`config.mk`:
```
export PLATFORM = sky130hd
export DESIGN_NAME = sponge_absorb
export DESIGN_NICKNAME = d
export VERILOG_FILES = /design/src/rtl/sponge_pkg.sv /design/src/rtl/sponge_pad.sv /design/src/rtl/sponge_absorb.sv
export SDC_FILE = /design/constraint.sdc
export NUM_CORES = 1
export LEC_CHECK = 0
export BUFFER_PORTS_ARGS = -buffer_cell sky130_fd_sc_hd__buf_2
export CAP_MARGIN = 20
export CORE_AREA = 5 5 441 443
export CTS_CLUSTER_DIAMETER = 200
export DETAILED_ROUTE_END_ITERATION = 10
export DIE_AREA = 0 0 446 448
export GPL_ROUTABILITY_DRIVEN = 0
export SLEW_MARGIN = 10
export SYNTH_ARGS = -nofsm -noshare
export SYNTH_HDL_FRONTEND = slang
export SYNTH_HIERARCHICAL = 1
export SYNTH_SLANG_ARGS = --single-unit
```
`constraint.sdc`:
```
create_clock -name clk -period 2.4 [get_ports clk]
set_input_delay 0 -clock clk [delete_from_list [all_inputs] [get_ports clk]]
set_output_delay 0 -clock clk [all_outputs]
set_load 0.05 [all_outputs]
```
`src/rtl/sponge_pkg.sv`:
```
// Shared sponge definitions: absorb/squeeze FSM states and the pad10* bit-position helper.
package sponge_pkg;

  typedef enum logic [2:0] {
    IDLE,
    WAIT_BLK,
    PAD_BLK,
    PERM,
    DONE
  } sponge_state_t;

  // Position of the single '1' pad bit after nbits message bits; a full block pads at the MSB of the next block.
  function automatic int unsigned pad_bit_pos(input int unsigned rwidth, input int unsigned nbits);
    return (nbits >= rwidth) ? rwidth - 1 : rwidth - 1 - nbits;
  endfunction

endpackage

```
`src/rtl/sponge_pad.sv`:
```
// Combinational pad10* for the final rate block; flags a full final block that needs an extra padding block.
module sponge_pad
  import sponge_pkg::*;
#(
  parameter int RWIDTH = 32,
  parameter int BW     = $clog2(RWIDTH + 1)
) (
  input  logic [RWIDTH-1:0] msg_data,
  input  logic [BW-1:0]     msg_bits,
  input  logic              msg_last,
  output logic [RWIDTH-1:0] padded,
  output logic              full
);

  logic [BW-1:0]     bits_clamped;
  logic [RWIDTH-1:0] keep_mask;
  logic [RWIDTH-1:0] pad_bit;

  // Oversized bit counts behave as a completely full block.
  assign bits_clamped = (msg_bits > BW'(RWIDTH)) ? BW'(RWIDTH) : msg_bits;
  assign keep_mask    = ~({RWIDTH{1'b1}} >> bits_clamped);
  assign pad_bit      = {{(RWIDTH-1){1'b0}}, 1'b1} << pad_bit_pos(RWIDTH, 32'(bits_clamped));
  assign full         = msg_last && (bits_clamped == BW'(RWIDTH));

  always_comb begin
    padded = msg_data;
    if (msg_last && !full) begin
      padded = (msg_data & keep_mask) | pad_bit;
    end
  end

endmodule

```
`src/rtl/sponge_absorb.sv`:
```
// Sponge absorb stage: XORs message blocks into the rate and drives an external permutation.
// Define SPONGE_ABSORB_PAD_EN to enable pad10* padding of the final block.
module sponge_absorb
  import sponge_pkg::*;
#(
  parameter int CWIDTH      = 320,
  parameter int RWIDTH      = 32,
  parameter int ROUND_COUNT = 10,
  parameter int REMAINWIDTH = 20
) (
  input  logic                          clk,
  input  logic                          reset,
  input  logic                          start,
  input  logic [ROUND_COUNT-1:0]        rounds,
  input  logic [RWIDTH-1:0]             msg_data,
  input  logic                          msg_valid,
  input  logic                          msg_last,
  input  logic [$clog2(RWIDTH+1)-1:0]   msg_bits,
  output logic                          msg_ready,
  output logic                          perm_go,
  output logic [RWIDTH-1:0]             perm_r_in,
  output logic [CWIDTH-1:0]             perm_c_in,
  output logic [ROUND_COUNT-1:0]        perm_rounds,
  input  logic [RWIDTH-1:0]             perm_r_out,
  input  logic [CWIDTH-1:0]             perm_c_out,
  input  logic                          perm_done,
  output logic [RWIDTH-1:0]             r_out,
  output logic [CWIDTH-1:0]             c_out,
  output logic                          absorb_done,
  output logic                          busy,
  output logic [REMAINWIDTH-1:0]        block_count
);

  sponge_state_t           state_reg, state_next;
  logic [RWIDTH-1:0]       s_r_reg, s_r_next;
  logic [CWIDTH-1:0]       s_c_reg, s_c_next;
  logic [REMAINWIDTH-1:0]  count_reg, count_next;
  logic                    last_reg, last_next;
  logic                    pad_pend_reg, pad_pend_next;
  logic [RWIDTH-1:0]       r_out_reg, r_out_next;
  logic [CWIDTH-1:0]       c_out_reg, c_out_next;
  logic                    done_reg, done_next;

  logic [RWIDTH-1:0]       blk;
  logic                    blk_full;
  logic [RWIDTH-1:0]       pad_only_blk;

`ifdef SPONGE_ABSORB_PAD_EN
  sponge_pad #(.RWIDTH(RWIDTH)) u_pad (
    .msg_data (msg_data),
    .msg_bits (msg_bits),
    .msg_last (msg_last),
    .padded   (blk),
    .full     (blk_full)
  );
`else
  logic unused_msg_bits;
  assign unused_msg_bits = ^msg_bits;
  assign blk             = msg_data;
  assign blk_full        = 1'b0;
`endif

  // Extra block absorbed after a full final block: just the pad bit at the MSB.
  assign pad_only_blk = {{(RWIDTH-1){1'b0}}, 1'b1} << pad_bit_pos(RWIDTH, RWIDTH);

  always_ff @(posedge clk or negedge reset) begin
    if (!reset) begin
      state_reg    <= IDLE;
      s_r_reg      <= '0;
      s_c_reg      <= '0;
      count_reg    <= '0;
      last_reg     <= 1'b0;
      pad_pend_reg <= 1'b0;
      r_out_reg    <= '0;
      c_out_reg    <= '0;
      done_reg     <= 1'b0;
    end else begin
      state_reg    <= state_next;
      s_r_reg      <= s_r_next;
      s_c_reg      <= s_c_next;
      count_reg    <= count_next;
      last_reg     <= last_next;
      pad_pend_reg <= pad_pend_next;
      r_out_reg    <= r_out_next;
      c_out_reg    <= c_out_next;
      done_reg     <= done_next;
    end
  end

  always_comb begin
    state_next    = state_reg;
    s_r_next      = s_r_reg;
    s_c_next      = s_c_reg;
    count_next    = count_reg;
    last_next     = last_reg;
    pad_pend_next = pad_pend_reg;
    r_out_next    = r_out_reg;
    c_out_next    = c_out_reg;
    done_next     = 1'b0;

    case (state_reg)
      IDLE: begin
        if (start) begin
          s_r_next      = '0;
          s_c_next      = '0;
          count_next    = '0;
          last_next     = 1'b0;
          pad_pend_next = 1'b0;
          state_next    = WAIT_BLK;
        end
      end
      WAIT_BLK: begin
        if (msg_valid) begin
          s_r_next      = s_r_reg ^ blk;
          last_next     = msg_last;
          pad_pend_next = blk_full;
          state_next    = PERM;
        end
      end
      PERM: begin
        if (perm_done) begin
          s_r_next   = perm_r_out;
          s_c_next   = perm_c_out;
          count_next = (&count_reg) ? count_reg : count_reg + 1'b1;
          if (!last_reg) begin
            state_next = WAIT_BLK;
          end else if (pad_pend_reg) begin
            state_next = PAD_BLK;
          end else begin
            state_next = DONE;
          end
        end
      end
      PAD_BLK: begin
        s_r_next      = s_r_reg ^ pad_only_blk;
        pad_pend_next = 1'b0;
        state_next    = PERM;
      end
      DONE: begin
        r_out_next = s_r_reg;
        c_out_next = s_c_reg;
        done_next  = 1'b1;
        state_next = IDLE;
      end
      default: state_next = IDLE;
    endcase
  end

  assign msg_ready   = (state_reg == WAIT_BLK);
  assign perm_go     = (state_reg == PERM);
  assign perm_r_in   = s_r_reg;
  assign perm_c_in   = s_c_reg;
  assign perm_rounds = rounds;
  assign r_out       = r_out_reg;
  assign c_out       = c_out_reg;
  assign absorb_done = done_reg;
  assign busy        = (state_reg != IDLE);
  assign block_count = count_reg;

endmodule

```
==> flow_summary.toml <==
[setup_path]
timing.critical_path.buf_inv = 3
worstSetupStartpointType = "flop"
worstPathMaxFanout = 30
worstPathRequired_ns = 3.01
path_cells = "buf_4 > nor3b_4 > buf_8 > a32oi_1 > dlygate4sd3_1 > o21ai_0"
critical_path_class = "flop to flop"
cpPeakStageDelay_ns = 0.60
worstPathArrival_ns = 2.88
critical-path-top-delay-family = "buffers and inverters"
end_kind = "flop"
crit_path_top_delay_cell = "dlygate4sd3_1"
timing.rr.start = "state_reg[1]"
startpoint = "state_reg[1]"

[global_routing]
grt_pass1_vias = 26500
antenna_found_initial = 45
grt_max_degree = 87
overflow = 0
grt_usage_pct = 13.5
grt_pass1_wl_um = 196000

[routing]
route.detailed.drc = 0
firstDrtPassIters = 6
num_vias = 26400
drtIter0Drc = 1761
viasPerCell = 3.94
drtAntennaViolNets = 0
wl_um = 143000
routedWlPerCell_um = 21.3

[synthesis]
syn_area_per_cell_um2 = 11.5
synth_edf_count = 0
synth_nets = 2920
ys.flop_type = "dfrtp_1"
yosysWarningCount = 6
ys_ff_latch = 729
synth_area_um2 = 28900
synth_cells = 2513
async_flop_share_pct = 100
synth_area_leaders = "dfrtp_1, mux2_2, nand2_1, o21ai_1, o21ai_0"
yosysTopAreaCellShare_pct = 63.1
yosysTopAreaCell = "dfrtp_1"
yosysSeqAreaShare_pct = 63.1
synth_cell_types = 44

[cts]
htree_num_levels = 3
cts_inserted_buffers = 81
cts_sinks = 729
insertion_delay_ns = 0.70
cts_max_path_buffers = 3
cts_tree = "done"
clk_pin_slew_ns = 0.06
root_buffer = "clkbuf_16"

[floorplanning]
num_rows = 160
die_w_um = 446
initial_core_util_pct = 15.2
die-height_um = 448
io_pins = 1144
fp.coreArea_um2 = 190000
die-area_um2 = 200000

[layout]
fill_cells = 20200
syn_to_final_growth_pct = 55.8
drive_gt1_share_pct = 41.0
nets = 4507

[flow_run]
maxCapViolations = 0

[sta]
setup_violations = 0
slew_headroom_pct = 57.5
rsz0062_at_grt = "false"
whs_ns = 0.0000193
worstMarginPinSlew_ns = 0.632
hold_viol = 0
layout_worst_path_cycle_share_pct = 94.5
slew_viol_final = 0
skew_ns = 0.0398
fmax_mhz = 441
finalCriticalPeriod_ns = 2.27
fin_tns_setup_ns = 0

[min_path]
min-delay-start = "rounds[2]"
hp-class = "primary input to output port"

[power]
cellLeakagePower_nw = 22.6
finalPower_w = 0.0654
p_per_area_nw_per_um2 = 1450
irDropWorstVdd_mv = 0.963

[place]
hpwlAfterDp_um = 110000
port_buffers = 1117

[run_status]
status = "finished, final reports clean"
## metrics by stage
| step | area, um^2 | util, % | setup slack [ns] | instances |
|---|---|---|---|---|
| floorplan | 28900 | - | 0.307 | 2513 |
| global route | 45000 | 23.7 | 0.00860 | 6682 |
| finish | 45000 | 23.8 | 0.132 | 6691 |
| global placement | 37700 | 19.9 | 0.332 | 6068 |
| CTS | 45000 | 23.7 | 0.00736 | 6671 |
| detailed placement | 37700 | 19.9 | 0.283 | 6068 |
## final cells by class
type | count | area, um^2 | area share (%)
sequential | 729 | 18200 | 40.5
timing repair buffer | 1683 | 11300 | 25.1
multi-input combinational | 1565 | 9420 | 20.9
tap | 2511 | 3140 | 6.97
clock buffer | 117 | 2370 | 5.27
clock inverter | 27 | 318 | 0.706
inverter | 40 | 176 | 0.392
antenna | 19 | 47.5 | 0.106
## power by group
part	internal, W	switching (W)	leakage, nW
Clock	0.00716	0.00553	1.32
Combinational	0.00798	0.0249	11.4
Sequential	0.0165	0.00331	9.94
## Yosys cell counts (all sizes together), types with 2 or more instances
library cell  number
nand4              5
clkbuf            65
a32oi             31
nand2b             2
o31ai              8
o221ai             2
a31oi              3
buf              114
nand3             13
nor4               2
nor2              40
a21o               2
o21ai            407
nand2            662
and4               2
nor3               5
and2               2
a21oi              9
o22a               2
inv               40
dfrtp            729
o41ai              2
mux2             353
## layer usage
metal  vias to the layer above  share of wire, %  GRT usage, %  routed length (um)
met1                     13200                40          16.7               56800
met3                       320               7.8          3.55               11100
met5                         -             0.072             0                 102
li1                      11700                 -             -                   -
met2                      1185                47          22.2               67600
met4                        20               4.9          6.14                6970
## kinds of logic (layout without fill, tap and decap cells)
kind of cell / count (synthesis) / in the layout / share of synthesized area, %
buf+inv: 219 / 1867 / 4.37
compound gates: 470 / 470 / 8.79
flops: 729 / 729 / 63.1
simple gates: 741 / 741 / 9.95
mux: 353 / 353 / 13.7
other cells: 0 / 19 / 0
fa+ha+maj: 1 / 1 / 0.0433
## cell usage in the layout (no fill, tap or decap), drive strengths merged, types with 2 or more instances in the layout
cell type,count
buf,1224
dfrtp,729
nand2,662
dlygate4sd3,459
o21ai,407
mux2,353
clkbuf,117
inv,44
nor2,40
a32oi,31
diode,19
clkinv,16
nand3,13
a21oi,9
o31ai,8
nand4,5
nor3,5
clkinvlp,4
bufinv,3
a31oi,3
nor4,2
nand2b,2
and4,2
o41ai,2
o22a,2
and2,2
a21o,2
o221ai,2
## worst paths after layout
path	end	slack [ns]	depth (start not counted)
worst max-delay path	perm_r_in[26]	0.13	6
worst min-delay path	perm_rounds[2]	0.00002	0
worst max register to register	perm_r_in[26]	0.13	6
worst min register to register	c_out[190]	0.48	1
max in group asynchronous	perm_c_in[19]	1.58	4
min in group asynchronous	perm_c_in[140]	0.20	3
## repair_timing
item                                    4_1_cts  5_1_grt
resized for setup                             4        0
hold buffers                                460        0
pin swaps                                     0        1
hold endpoints to repair                    981        0
setup buffers                                 0        1
endpoints found under the setup margin        2        7
(Power assumes the default switching activity.)
